<file path="config.mk">
export PLATFORM = sky130hd
export DESIGN_NAME = wb_stage_pipe
export DESIGN_NICKNAME = d
export VERILOG_FILES = /design/src/rtl/y86_pkg.sv /design/src/rtl/wb_stat_encode.sv /design/src/rtl/wb_stage_pipe.sv
export SDC_FILE = /design/constraint.sdc
export NUM_CORES = 1
export LEC_CHECK = 0
export CORE_AREA = 5 5 175 177
export DETAILED_ROUTE_END_ITERATION = 16
export DIE_AREA = 0 0 180 182
export SYNTH_ARGS = -nofsm -noshare
export SYNTH_HDL_FRONTEND = slang
export SYNTH_HIERARCHICAL = 1
export SYNTH_SLANG_ARGS = --single-unit
</file>
<file path="constraint.sdc">
create_clock -name clk_i -period 5 [get_ports clk_i]
set_input_delay 1 -clock clk_i [delete_from_list [all_inputs] [get_ports clk_i]]
set_output_delay 1 -clock clk_i [all_outputs]
set_load 0.01 [all_outputs]
</file>
<file path="src/rtl/y86_pkg.sv">
// Shared Y86-64 constants: instruction codes, status codes and the "no register" address.
package y86_pkg;

    localparam logic [3:0] IHALT   = 4'h0;
    localparam logic [3:0] INOP    = 4'h1;
    localparam logic [3:0] IRRMOVQ = 4'h2;
    localparam logic [3:0] IIRMOVQ = 4'h3;
    localparam logic [3:0] IRMMOVQ = 4'h4;
    localparam logic [3:0] IMRMOVQ = 4'h5;
    localparam logic [3:0] IOPQ    = 4'h6;
    localparam logic [3:0] IJXX    = 4'h7;
    localparam logic [3:0] ICALL   = 4'h8;
    localparam logic [3:0] IRET    = 4'h9;
    localparam logic [3:0] IPUSHQ  = 4'hA;
    localparam logic [3:0] IPOPQ   = 4'hB;

    // Register address meaning "no destination" for the default 4-bit regfile.
    localparam logic [3:0] RNONE   = 4'hF;

    // Architectural status codes.
    typedef enum logic [2:0] {
        STAT_AOK = 3'd1,
        STAT_HLT = 3'd2,
        STAT_ADR = 3'd3,
        STAT_INS = 3'd4
    } stat_t;

    // Writeback control state: RUN retires normally, HALTED freezes architectural effects.
    typedef enum logic {
        S_RUN    = 1'b0,
        S_HALTED = 1'b1
    } wb_state_t;

endpackage

</file>
<file path="src/rtl/wb_stat_encode.sv">
// Combinational status encoder: error flags and icode of the M-stage instruction to a status code.
module wb_stat_encode
    import y86_pkg::*;
(
    input  logic [3:0] icode,
    input  logic       instr_valid,
    input  logic       imem_error,
    input  logic       dmem_error,
    output stat_t      stat
);

    // Fetch errors outrank decode errors, which outrank data-memory errors, which outrank halt.
    always_comb begin
        stat = STAT_AOK;
        if (imem_error) begin
            stat = STAT_ADR;
        end else if (!instr_valid) begin
            stat = STAT_INS;
        end else if (dmem_error) begin
            stat = STAT_ADR;
        end else if (icode == IHALT) begin
            stat = STAT_HLT;
        end
    end

endmodule

</file>
<file path="src/rtl/wb_stage_pipe.sv">
// Y86-64 writeback stage: W pipeline register, regfile write ports, halt FSM and retire counter.
//
// Pipeline control: w_stall_i holds the W register (and blocks retirement and the halt transition
// for that cycle); w_bubble_i replaces the incoming instruction with a nop. Stall wins over bubble.
// There is no handshake beyond these two levels; regfile ports are combinational from W.
module wb_stage_pipe
    import y86_pkg::*;
#(
    parameter int DATA_W      = 64,
    parameter int RADDR_W     = 4,
    parameter int CNT_W       = 32,
    parameter int STAT_STICKY = 1
) (
    input  logic               clk_i,
    input  logic               rst_i,
    input  logic               w_stall_i,
    input  logic               w_bubble_i,
    input  logic [3:0]         icode_i,
    input  logic [DATA_W-1:0]  valE_i,
    input  logic [DATA_W-1:0]  valM_i,
    input  logic [RADDR_W-1:0] dstE_i,
    input  logic [RADDR_W-1:0] dstM_i,
    input  logic               instr_valid_i,
    input  logic               imem_error_i,
    input  logic               dmem_error_i,
    output logic               rf_we_e_o,
    output logic [RADDR_W-1:0] rf_addr_e_o,
    output logic [DATA_W-1:0]  rf_data_e_o,
    output logic               rf_we_m_o,
    output logic [RADDR_W-1:0] rf_addr_m_o,
    output logic [DATA_W-1:0]  rf_data_m_o,
    output logic [RADDR_W-1:0] W_dstE_o,
    output logic [RADDR_W-1:0] W_dstM_o,
    output logic [DATA_W-1:0]  W_valE_o,
    output logic [DATA_W-1:0]  W_valM_o,
    output logic [2:0]         stat_o,
    output logic               halted_o,
    output logic [CNT_W-1:0]   retired_o
);

    // All-ones address at the configured width means "no write".
    localparam logic [RADDR_W-1:0] NO_REG = '1;

    // W pipeline register fields.
    logic [DATA_W-1:0]  w_valE;
    logic [DATA_W-1:0]  w_valM;
    logic [RADDR_W-1:0] w_dstE;
    logic [RADDR_W-1:0] w_dstM;
    stat_t              w_stat;
    logic               w_vld;

    stat_t              in_stat;

    wb_state_t          state;
    wb_state_t          state_nxt;
    stat_t              stat_hold;
    stat_t              stat_hold_nxt;
    logic [CNT_W-1:0]   retired;

    logic               w_aok_run;
    logic               do_retire;

    wb_stat_encode u_stat_encode (
        .icode       (icode_i),
        .instr_valid (instr_valid_i),
        .imem_error  (imem_error_i),
        .dmem_error  (dmem_error_i),
        .stat        (in_stat)
    );

    // W register: reset or bubble loads a nop, stall holds, otherwise capture the M-stage values.
    always_ff @(posedge clk_i) begin
        if (rst_i) begin
            w_valE <= '0;
            w_valM <= '0;
            w_dstE <= NO_REG;
            w_dstM <= NO_REG;
            w_stat <= STAT_AOK;
            w_vld  <= 1'b0;
        end else if (w_stall_i) begin
            w_valE <= w_valE;
            w_valM <= w_valM;
            w_dstE <= w_dstE;
            w_dstM <= w_dstM;
            w_stat <= w_stat;
            w_vld  <= w_vld;
        end else if (w_bubble_i) begin
            w_valE <= '0;
            w_valM <= '0;
            w_dstE <= NO_REG;
            w_dstM <= NO_REG;
            w_stat <= STAT_AOK;
            w_vld  <= 1'b0;
        end else begin
            w_valE <= valE_i;
            w_valM <= valM_i;
            w_dstE <= dstE_i;
            w_dstM <= dstM_i;
            w_stat <= in_stat;
            w_vld  <= 1'b1;
        end
    end

    // Halt FSM next state: the first valid faulting W instruction that is not stalled freezes the
    // machine and latches its status. With STAT_STICKY=0 the machine never leaves RUN.
    always_comb begin
        state_nxt     = state;
        stat_hold_nxt = stat_hold;
        if (state == S_RUN && STAT_STICKY != 0 && w_vld && w_stat != STAT_AOK && !w_stall_i) begin
            state_nxt     = S_HALTED;
            stat_hold_nxt = w_stat;
        end
    end

    // Halt FSM state and latched status registers.
    always_ff @(posedge clk_i) begin
        if (rst_i) begin
            state     <= S_RUN;
            stat_hold <= STAT_AOK;
        end else begin
            state     <= state_nxt;
            stat_hold <= stat_hold_nxt;
        end
    end

    assign w_aok_run = (w_stat == STAT_AOK) && (state == S_RUN);
    assign do_retire = w_vld && w_aok_run && !w_stall_i;

    // Retired-instruction counter; an instruction is counted as it leaves W, wrapping naturally.
    always_ff @(posedge clk_i) begin
        if (rst_i) begin
            retired <= '0;
        end else if (do_retire) begin
            retired <= retired + CNT_W'(1);
        end
    end

    // Write enables. When both ports target the same register (popq %rsp) the memory value wins,
    // so the E port is dropped.
    always_comb begin
        rf_we_m_o = w_aok_run && (w_dstM != NO_REG);
        rf_we_e_o = w_aok_run && (w_dstE != NO_REG) && !(rf_we_m_o && (w_dstE == w_dstM));
    end

    assign rf_addr_e_o = w_dstE;
    assign rf_data_e_o = w_valE;
    assign rf_addr_m_o = w_dstM;
    assign rf_data_m_o = w_valM;

    assign W_dstE_o    = w_dstE;
    assign W_dstM_o    = w_dstM;
    assign W_valE_o    = w_valE;
    assign W_valM_o    = w_valM;

    assign stat_o      = (state == S_HALTED) ? stat_hold : w_stat;
    assign halted_o    = (state == S_HALTED);
    assign retired_o   = retired;

endmodule

</file>
* After elaboration in Yosys (flattened, before gate mapping) *
Index checks and enable logic that the tools add are counted.
W data, S select, Z words.

word-level totals
  ROM bits = 0
  register bits = 176
  bits in latches = 0
  input bits = 147
  RAM bits = 0
  word-level logic and storage cells = 40
  memories = 0

operators by class
  order comparisons = 0
  equality and inequality tests = 5
  shifts and indexed selects = 0
  $add $sub $neg = 1
  bitwise gates (word level) = 1
  reductions and logical operators = 13
  divide/modulo/power cells = 0
  mux-type cells = 11
  $mul = 0

operators with widths
  kind                     number
  $mux W64                 2
  $add A32 B1 Y32 const B  1
  $mux W3                  5
  $logic_and A1 B1 Y1      10
  $mux W4                  2
  $ne A4 B4 Y1 const B     2
  $eq A4 B4 Y1             1
  $logic_not A4 Y1         1
  $eq A3 B1 Y1 const B     1
  $ne A3 B1 Y1 const B     1
  $logic_not A1 Y1         2
  $mux W2                  1
  $mux W1                  1
  $not A1 Y1               1

* Logic depth before layout (Yosys ltp) *
Gate-level depths: netlist (run 1).

  depth in word-level cells = 6
  mapped depth = 7

* Cells and area by module *
The synthesis (run 1) kept the hierarchy.

by module, submodules not included
  module          instances  cells each  sequential area each (µm²)  area each (µm²)
  wb_stage_pipe   1          826         3523.4                      7518.5
  wb_stat_encode  1          6           0.0                         31.3

* Worst setup path before layout (run 1) *
OpenSTA, ideal clock, no wires.

  kind = in2reg
  start = input port w_stall_i
  end = register retired[29], in the netlist retired_o[29]
  buffers on the path = 1
  slack = 2633 ps
  required time = 4879 ps
  stages on the path = 5
  arrival = 2246 ps
  path through = and4b_2 -> nand2_2 -> buf_2 -> nor4_1 -> mux2_2

on the way
  word-level cells in the longest chain between the ends = 2

ends and longest elaborated chain
  what                    RTL line              source
  start: declaration      wb_stage_pipe.sv:16   input logic w_stall_i,
  $logic_not A1 Y1        wb_stage_pipe.sv:127  assign do_retire = w_vld && w_aok_run && !w_stall_i;
  $logic_and A1 B1 Y1     wb_stage_pipe.sv:127
  end signal: assignment  wb_stage_pipe.sv:134  retired <= retired + CNT_W'(1);
  end: declaration        wb_stage_pipe.sv:58   logic [CNT_W-1:0] retired;

No other way between the ends.
A chain may end at the register's enable or synchronous reset.

* Worst setup path after layout (run 1) *
  start = register state, in the netlist halted_o
  end = output port rf_we_e_o

on the way
  word-level cells in the longest chain between the ends = 6
  elaborated cells between the ends (all ways) = 7
  classes of those cells = bitwise (1); reduce/logical (6)

ends and longest elaborated chain
  what                      RTL line              source
  start: declaration        wb_stage_pipe.sv:54   wb_state_t state;
  start signal: assignment  wb_stage_pipe.sv:121  state <= state_nxt;
  $not A1 Y1 (*)            wb_stage_pipe.sv:126  assign w_aok_run = (w_stat == STAT_AOK) && (state == S_RUN);
  $logic_and A1 B1 Y1 (*)   wb_stage_pipe.sv:126
  $logic_and A1 B1 Y1       wb_stage_pipe.sv:141  rf_we_m_o = w_aok_run && (w_dstM != NO_REG);
  $logic_and A1 B1 Y1       wb_stage_pipe.sv:142  rf_we_e_o = w_aok_run && (w_dstE != NO_REG) && !(rf_we_m_o && (w_dstE == w_dstM));
  $logic_not A1 Y1          wb_stage_pipe.sv:142
  $logic_and A1 B1 Y1 (*)   wb_stage_pipe.sv:142
  end: declaration          wb_stage_pipe.sv:26   output logic rf_we_e_o,

Every way passes the cells marked *; elsewhere a longest branch is shown, timed or not.

==> results.env, run 1 <==
INITIAL_UTILIZATION_PCT=26.0
POST_SYNTH_MAIN_AREA_CONTRIBUTORS='sky130_fd_sc_hd__dfxtp_1 47%, sky130_fd_sc_hd__buf_4 14%, sky130_fd_sc_hd__a22oi_1 13%'
ASYNC_RESET_FF_SHARE_PCT=0
CRIT_PATH_END_KIND='primary output'
FINAL-SETUP-VIOL-COUNT=0
YS.FLOP_TYPE='sky130_fd_sc_hd__dfxtp_1'
CTS.ROOT.BUFFER_CELL='sky130_fd_sc_hd__clkbuf_16'
TIMING.MAX_SLEW.REL_SLACK_PCT=30.9
ROUTED_WIRE_LENGTH_PER_INSTANCE_UM=18.4
LAYOUT_SETUP_WS_NS=1.65
NFILLCELLS=2841
SYNTH_TOP_AREA_SHARE_PCT=46.7
SYNTH_SEQ_AREA_SHARE_PCT=46.7
RRSETUPSLACK_NS=2.64
CLKLATENCYLATEPIN_NS=0.42
YS_WARN_COUNT=6
CRITICAL_PATH.REG2REG.STARTPOINT='halted_o'
DRT_ITER0_MARKERS=516
POSTCTSHOLDBUFS=0
TIMING_HOLD_VIOLATIONS_FINAL=0
POST_DP_CELL_AREA_UM2=11400
DESIGN.FINAL.NETS=1268
FIN_HOLD_WS_NS=0.497
FP.DIEH_UM=182
CELLPOWERDENSITY_nW_PER_UM2=274
NUM_ROWS=63
CTSHTREEMAXLEVEL=4
TOTAL_LEAKAGE_POWER_nW=4.23
TOTALNEGATIVESETUPSLACK_NS=0
AREAGROWTHSYNTHTOFINISH_PCT=59.1
POSTCTSSETUPREPAIRBUFS=0
FINALWORSTPATHREQUIREDPERIOD_NS=3.35
PORT-BUFFER-COUNT=456
CRITPATHMAXSTAGEDELAY_NS=0.68
NUMBER_OF_ANTENNA_VIOLATIONS_AT_THE_FIRST_CHECK_IN_GLOBAL_ROUTING=3
GRT_PASS1_VIAS=7060
POST-ROUTE-UTIL_PCT=41.3
TOTAL_GLOBAL_ROUTE_TRACK_USAGE_PCT=16.2
CLOCK_SINKS=176
ANT_NETS=0
PERIOD_UTILIZATION_PCT=67.0
DP_WORST_SLACK_NS=1.84
DIE-AREA_UM2=32800
WORSTPATHMAXFANOUT=11
WHS_PATH_DEPTH=2
FIN_SKEW_NS=0.0165
TIMING.HOLD.WORST.CLASS='reg -> reg'
TIMING_WORST_SETUP_PATH_TYPE='reg -> out'
POST_SYNTH_INST_COUNT=832
TIMING.FMAX_GHz=0.298
OUTCOME='completed'
DIEWIDTH_UM=180
REG2REG_DEPTH=4
WORSTPATHCELLLIST='nor4b_4, o311a_1, clkdlybuf4s50_1'
HPWL_UM=20700
DETAIL_ROUTE.VIAS_PER_CELL=4.59
TRITONCTS_CLOCK_TREE='done'
CLKSLEWWORSTSETUPHOLDPATHS_NS=0.06
POST-ROUTE-DRC-COUNT=0
SYN_AVG_CELL_AREA_UM2=9.07
CRITICAL_PATH.REG2REG.ENDPOINT='retired_o[23]'
NUMBER_OF_ENABLE_FLIP_FLOP_CELLS_AFTER_SYNTHESIS=0
GLOBALROUTEOVERFLOWTOTAL=0
MAXCAPVIOLCOUNT=0
FINISHED_CELL_AREA_UM2=12000
MAXSLEWVIOLCOUNT=0
WORST-ENDPOINT-ARRIVAL_NS=2.35
YS_SEQ_ELEMENTS=176
LARGEST_AREA_CONTRIBUTOR_IN_THE_SYNTHESIZED_NETLIST='sky130_fd_sc_hd__dfxtp_1'
PIN_COUNT=457
WORST_HOLD_PATH.ENDPOINT='stat_hold[2]'
SYNTH.CELL_AREA_UM2=7550
STARTPOINT_TYPE='flip-flop'
DR_TOTAL_VIAS=7004
IR_DROP_V=0.000194
GRT_SETUP_UNREPAIRED='false'
CTS_MAX_PATH_BUFFERS=2
SYNTH_CELL_TYPE_COUNT=41
REQUIRED_NS=4.00
CTS_INSERTED_BUFFERS=17
GRT_START_MAX_NET_PINS=114
CTS_REPAIR_RESIZE_COUNT=0
DRT_PASS1_ITERATIONS=5
ROUTED_WIRELENGTH_UM=28000
PLACE.GP.CONGESTION=0.787
LAYOUT-DRIVE-GT1-SHARE_PCT=5.21
WORST-SLEW-PIN-TRANSITION_NS=1.03
CRITICAL_PATH_S_SLOWEST_CELL='sky130_fd_sc_hd__nor4b_4'
CORE_REGION_AREA_UM2=29100
WIRE_LENGTH_OF_THE_FIRST_GLOBAL_ROUTING_PASS_UM=42400
HP-START='stat_hold[2]'
SYN-NUM-NETS=980
how the worst max path moves through the flow:
| stage | endpoint | depth (start not counted) | slack [ns] | start |
|---|---|---|---|---|
| 4_1_cts | rf_we_e_o | 3 | 1.63 | halted_o |
| 2_1_floorplan | retired_o[29] | 5 | 2.63 | w_stall_i |
| 3_5_place_dp | W_valM_o[14] | 5 | 1.84 | w_bubble_i |
| 5_1_grt | rf_we_e_o | 3 | 1.53 | halted_o |
| 6_report | rf_we_e_o | 3 | 1.65 | halted_o |
| 3_3_place_gp | W_valM_o[14] | 5 | 1.87 | w_bubble_i |
metrics by stage:
step           total power [W]  std cells
3_3_place_gp           0.00201       1491
2_1_floorplan          0.00173        832
4_1_cts                0.00336       1523
5_1_grt                0.00345       1526
6_report               0.00329       1526
3_5_place_dp           0.00201       1491
state kept, by name, indices dropped and copies added, names as in the netlist:
register	count
halted_o	1
stat_hold	3
w_stat	3
retired_o	32
W_dstE_o	4
w_vld	1
W_dstM_o	4
W_valM_o	64
W_valE_o	64
synthesized netlist by cell type (2+ instances only):
cell	n
sky130_fd_sc_hd__o31ai_1	9
sky130_fd_sc_hd__buf_4	136
sky130_fd_sc_hd__or3_1	6
sky130_fd_sc_hd__a22oi_1	129
sky130_fd_sc_hd__buf_1	3
sky130_fd_sc_hd__nor2b_1	12
sky130_fd_sc_hd__and4_1	5
sky130_fd_sc_hd__inv_1	2
sky130_fd_sc_hd__o21ai_0	6
sky130_fd_sc_hd__nor4_1	11
sky130_fd_sc_hd__nand4_1	12
sky130_fd_sc_hd__nor3b_1	2
sky130_fd_sc_hd__xnor2_1	2
sky130_fd_sc_hd__mux2i_1	2
sky130_fd_sc_hd__buf_6	2
sky130_fd_sc_hd__mux2_2	11
sky130_fd_sc_hd__a21oi_1	20
sky130_fd_sc_hd__nand3_1	13
sky130_fd_sc_hd__and2_1	3
sky130_fd_sc_hd__nor2_1	154
sky130_fd_sc_hd__nand2_1	12
sky130_fd_sc_hd__buf_2	3
sky130_fd_sc_hd__o22ai_1	9
sky130_fd_sc_hd__clkbuf_1	50
sky130_fd_sc_hd__mux2_1	2
sky130_fd_sc_hd__or4_1	10
sky130_fd_sc_hd__xor2_1	8
sky130_fd_sc_hd__nand2b_1	10
sky130_fd_sc_hd__dfxtp_1	176
per-layer routing:
metal | global-route usage, % | wire length, um
met2 | 27.9 | 14200
met5 | 0 | 0
met3 | 4.57 | 1660
met1 | 20.4 | 12000
met4 | 3.54 | 274
cells in the final DEF, fill, tap and decap left out, types with 11 or more instances in the layout:
cell type and instances:
sky130_fd_sc_hd__nand4_1 12, sky130_fd_sc_hd__clkbuf_16 17, sky130_fd_sc_hd__mux2_2 11, sky130_fd_sc_hd__a21oi_1 20
sky130_fd_sc_hd__a22oi_1 129, sky130_fd_sc_hd__clkdlybuf4s50_1 454, sky130_fd_sc_hd__nand3_1 13, sky130_fd_sc_hd__nand2_1 12
sky130_fd_sc_hd__nor2b_1 12, sky130_fd_sc_hd__nor2_1 153, sky130_fd_sc_hd__dfxtp_1 176, sky130_fd_sc_hd__nor4_1 11
worst max-delay path: cells and delay by family, from the launching register on:
kind | cells | cell delay [ns]
compound gates | 1 | 0.28
buf+inv | 1 | 0.58
simple gates | 1 | 0.68
flops | 1 | 0.40
final cells by class:
class | count | area [um^2] | share of cell area (%)
Timing Repair Buffer | 463 | 4630 | 38.5
Sequential cell | 176 | 3520 | 29.3
Multi-Input combinational cell | 459 | 2770 | 23.0
Tap cell | 390 | 488 | 4.06
Clock buffer | 17 | 425 | 3.54
Clock inverter | 15 | 166 | 1.38
Inverter | 3 | 11.3 | 0.0937
Antenna cell | 3 | 7.51 | 0.0625
power by group:
group	switching (W)	internal, W
logic	0.000192	0.000287
registers	0.0000475	0.00144
clock network	0.000648	0.000674
cell families after synthesis:
family,count (synthesis),synth area share [%]
flops,176,46.7
buf+inv,197,16.8
compound gates,175,16.4
xor+xnor,10,1.16
simple gates,258,16.6
fa+ha+maj,1,0.166
mux,15,2.20
Power figures use the tool's default switching activity.
==> inputs of run 2 (changes only) <==
--- a/config.mk
+++ b/config.mk
@@ -5,9 +5,9 @@
 export SDC_FILE = /design/constraint.sdc
 export NUM_CORES = 1
 export LEC_CHECK = 0
-export CORE_AREA = 5 5 175 177
+export CORE_AREA = 5 5 174 176
 export DETAILED_ROUTE_END_ITERATION = 16
-export DIE_AREA = 0 0 180 182
+export DIE_AREA = 0 0 179 181
 export SYNTH_ARGS = -nofsm -noshare
 export SYNTH_HDL_FRONTEND = slang
 export SYNTH_HIERARCHICAL = 1
==> constraint.sdc (replaced) <==
create_clock -name clk_i -period 2.72 [get_ports clk_i]
set_input_delay 0.544 -clock clk_i [delete_from_list [all_inputs] [get_ports clk_i]]
set_output_delay 0.544 -clock clk_i [all_outputs]
set_load 0.01 [all_outputs]
==> results.env, run 2 (synthesis results as in run 1) <==
TIMING.CRITICAL_PATH.TO='rf_we_e_o'
DR_TOTAL_VIAS=7098
PORT-BUFFER-COUNT=456
WHS_PATH_DEPTH=3
IR_DROP_V=0.000367
FIN_SKEW_NS=0.0114
POSTCTSHOLDBUFS=0
RRSETUPSLACK_NS=0.56
CRITICAL_PATH.REG2REG.STARTPOINT='retired_o[4]'
NUMBER_OF_ANTENNA_VIOLATIONS_AT_THE_FIRST_CHECK_IN_GLOBAL_ROUTING=5
REQUIRED_NS=2.18
WIRE_LENGTH_OF_THE_FIRST_GLOBAL_ROUTING_PASS_UM=43100
TIMING.FMAX_GHz=0.387
DETAIL_ROUTE.VIAS_PER_CELL=4.65
CRITICAL_PATH_S_SLOWEST_CELL='sky130_fd_sc_hd__dfxtp_1'
WORSTPATHMAXFANOUT=5
FINISHED_CELL_AREA_UM2=12100
ROUTED_WIRE_LENGTH_PER_INSTANCE_UM=18.7
POST-ROUTE-DRC-COUNT=0
GLOBALROUTEOVERFLOWTOTAL=0
DRT_PASS1_ITERATIONS=5
CLKLATENCYLATEPIN_NS=0.42
CRITICAL-PATH-TOP-DELAY-FAMILY='flip-flops'
INITIAL_UTILIZATION_PCT=26.5
PLACE_INST=1490
MAXCAPVIOLCOUNT=0
WORSTPATHCELLLIST='xnor2_1, nand3_1, o311a_1, clkdlybuf4s50_1'
PIN_COUNT=457
FP.DIEH_UM=181
ROUTED_WIRELENGTH_UM=28600
GRT_START_MAX_NET_PINS=63
DIEWIDTH_UM=179
POST_LAYOUT_NONFILLER_INSTANCES=1527
POSTCTSSETUPREPAIRBUFS=0
CTS_REPAIR_RESIZE_COUNT=0
DIE-AREA_UM2=32400
CRITICAL_PATH.REG2REG.ENDPOINT='retired_o[29]'
TIMING.MAX_SLEW.REL_SLACK_PCT=58.4
CLOCK_SINKS=176
NFILLCELLS=2778
CELLPOWERDENSITY_nW_PER_UM2=506
TIMING_WORST_SETUP_PATH_TYPE='reg -> out'
WORST-ENDPOINT-ARRIVAL_NS=2.04
DESIGN.FINAL.NETS=1273
DRT_ITER0_MARKERS=334
TOTAL_GLOBAL_ROUTE_TRACK_USAGE_PCT=16.8
GRT_PASS1_VIAS=7303
POST_DP_CELL_AREA_UM2=11500
TOTAL_LEAKAGE_POWER_nW=4.26
CTS_MAX_PATH_BUFFERS=2
LAYOUT-DRIVE-GT1-SHARE_PCT=5.62
WORSTSETUPSTARTPOINT='W_dstM_o[0]'
OUTCOME='completed'
TIMING.HOLD.WORST.CLASS='in -> reg'
REG2REG_DEPTH=4
FINAL_COMMON_CELL='sky130_fd_sc_hd__clkdlybuf4s50_1'
FINAL-SETUP-VIOL-COUNT=0
CLKSLEWWORSTSETUPHOLDPATHS_NS=0.08
FINAL_CELL_MIX='454 x sky130_fd_sc_hd__clkdlybuf4s50_1, 176 x sky130_fd_sc_hd__dfxtp_1, 153 x sky130_fd_sc_hd__nor2_1'
CRIT_PATH_END_KIND='primary output'
GRT_SETUP_UNREPAIRED='false'
CTS_INSERTED_BUFFERS=17
CTS.ROOT.BUFFER_CELL='sky130_fd_sc_hd__clkbuf_16'
MAXSLEWVIOLCOUNT=0
LAYOUT_SETUP_WS_NS=0.133
NUM_ROWS=62
STARTPOINT_TYPE='flip-flop'
CORE_REGION_AREA_UM2=28500
WORST-SLEW-PIN-TRANSITION_NS=0.619
CRITPATHMAXSTAGEDELAY_NS=0.55
DP_WORST_SLACK_NS=0.528
TIMING.CRITICAL_PATH.BUF_INV=1
TRITONCTS_CLOCK_TREE='done'
CTSHTREEMAXLEVEL=4
TOTALNEGATIVESETUPSLACK_NS=0
CRITICAL_PATH_CELL_COUNT=4
AREAGROWTHSYNTHTOFINISH_PCT=60.2
PERIOD_UTILIZATION_PCT=95.1
FINALWORSTPATHREQUIREDPERIOD_NS=2.59
ANT_NETS=0
HPWL_UM=21600
TIMING_HOLD_VIOLATIONS_FINAL=0
PLACE.GP.CONGESTION=0.806
run 2: stage by stage:
stage	hold WS [ns]	power, W	util [%]
floorplan	0.454	0.00318	-
global placement	0.470	0.00370	40.3
detailed placement	0.495	0.00370	40.3
CTS	0.411	0.00622	42.4
global route	0.446	0.00639	42.5
finish	0.443	0.00611	42.5
run 2: worst min path at each step:
| stage | start | endpoint | slack, ns |
|---|---|---|---|
| finish | w_stall_i | w_vld | 0.44 |
| floorplan | stat_hold[1] | stat_hold[1] | 0.45 |
| global route | w_stall_i | w_vld | 0.45 |
| detailed placement | retired_o[30] | retired_o[30] | 0.49 |
| CTS | w_stall_i | w_vld | 0.41 |
| global placement | stat_hold[2] | stat_hold[2] | 0.47 |
run 2: cell type report:
type                            instances  area [um^2]  area share, %
Inverter                                3         11.3         0.0931
Sequential cell                       176         3520           29.1
Clock buffer                           19          453           3.75
Tap cell                              384          480           3.97
Antenna cell                            5         12.5          0.103
Clock inverter                         13          143           1.18
Multi-Input combinational cell        459         2770           22.9
Timing Repair Buffer                  468         4700           38.9
run 2: power by group:
| group | total (W) | switching (W) | internal, W |
|---|---|---|---|
| combinational | 0.000901 | 0.000363 | 0.000539 |
| sequential | 0.00274 | 0.0000841 | 0.00266 |
| clock | 0.00247 | 0.00119 | 0.00128 |
| total | 0.00611 | 0.00164 | 0.00448 |
run 2: routing by layer:
layer | global-route usage (%) | share of wire [%] | wire [um]
met4 | 4.82 | 1.6 | 465
met5 | 0 | 0 | 0
met3 | 4.58 | 6.7 | 1930
met2 | 28.4 | 50 | 14200
met1 | 20.9 | 42 | 12000
run 2: worst reg2reg max path: cells and delay by family, from the launching register on:
kind          cells  cell delay (ns)
mux               1             0.38
flops             1             0.43
simple gates      3             1.25
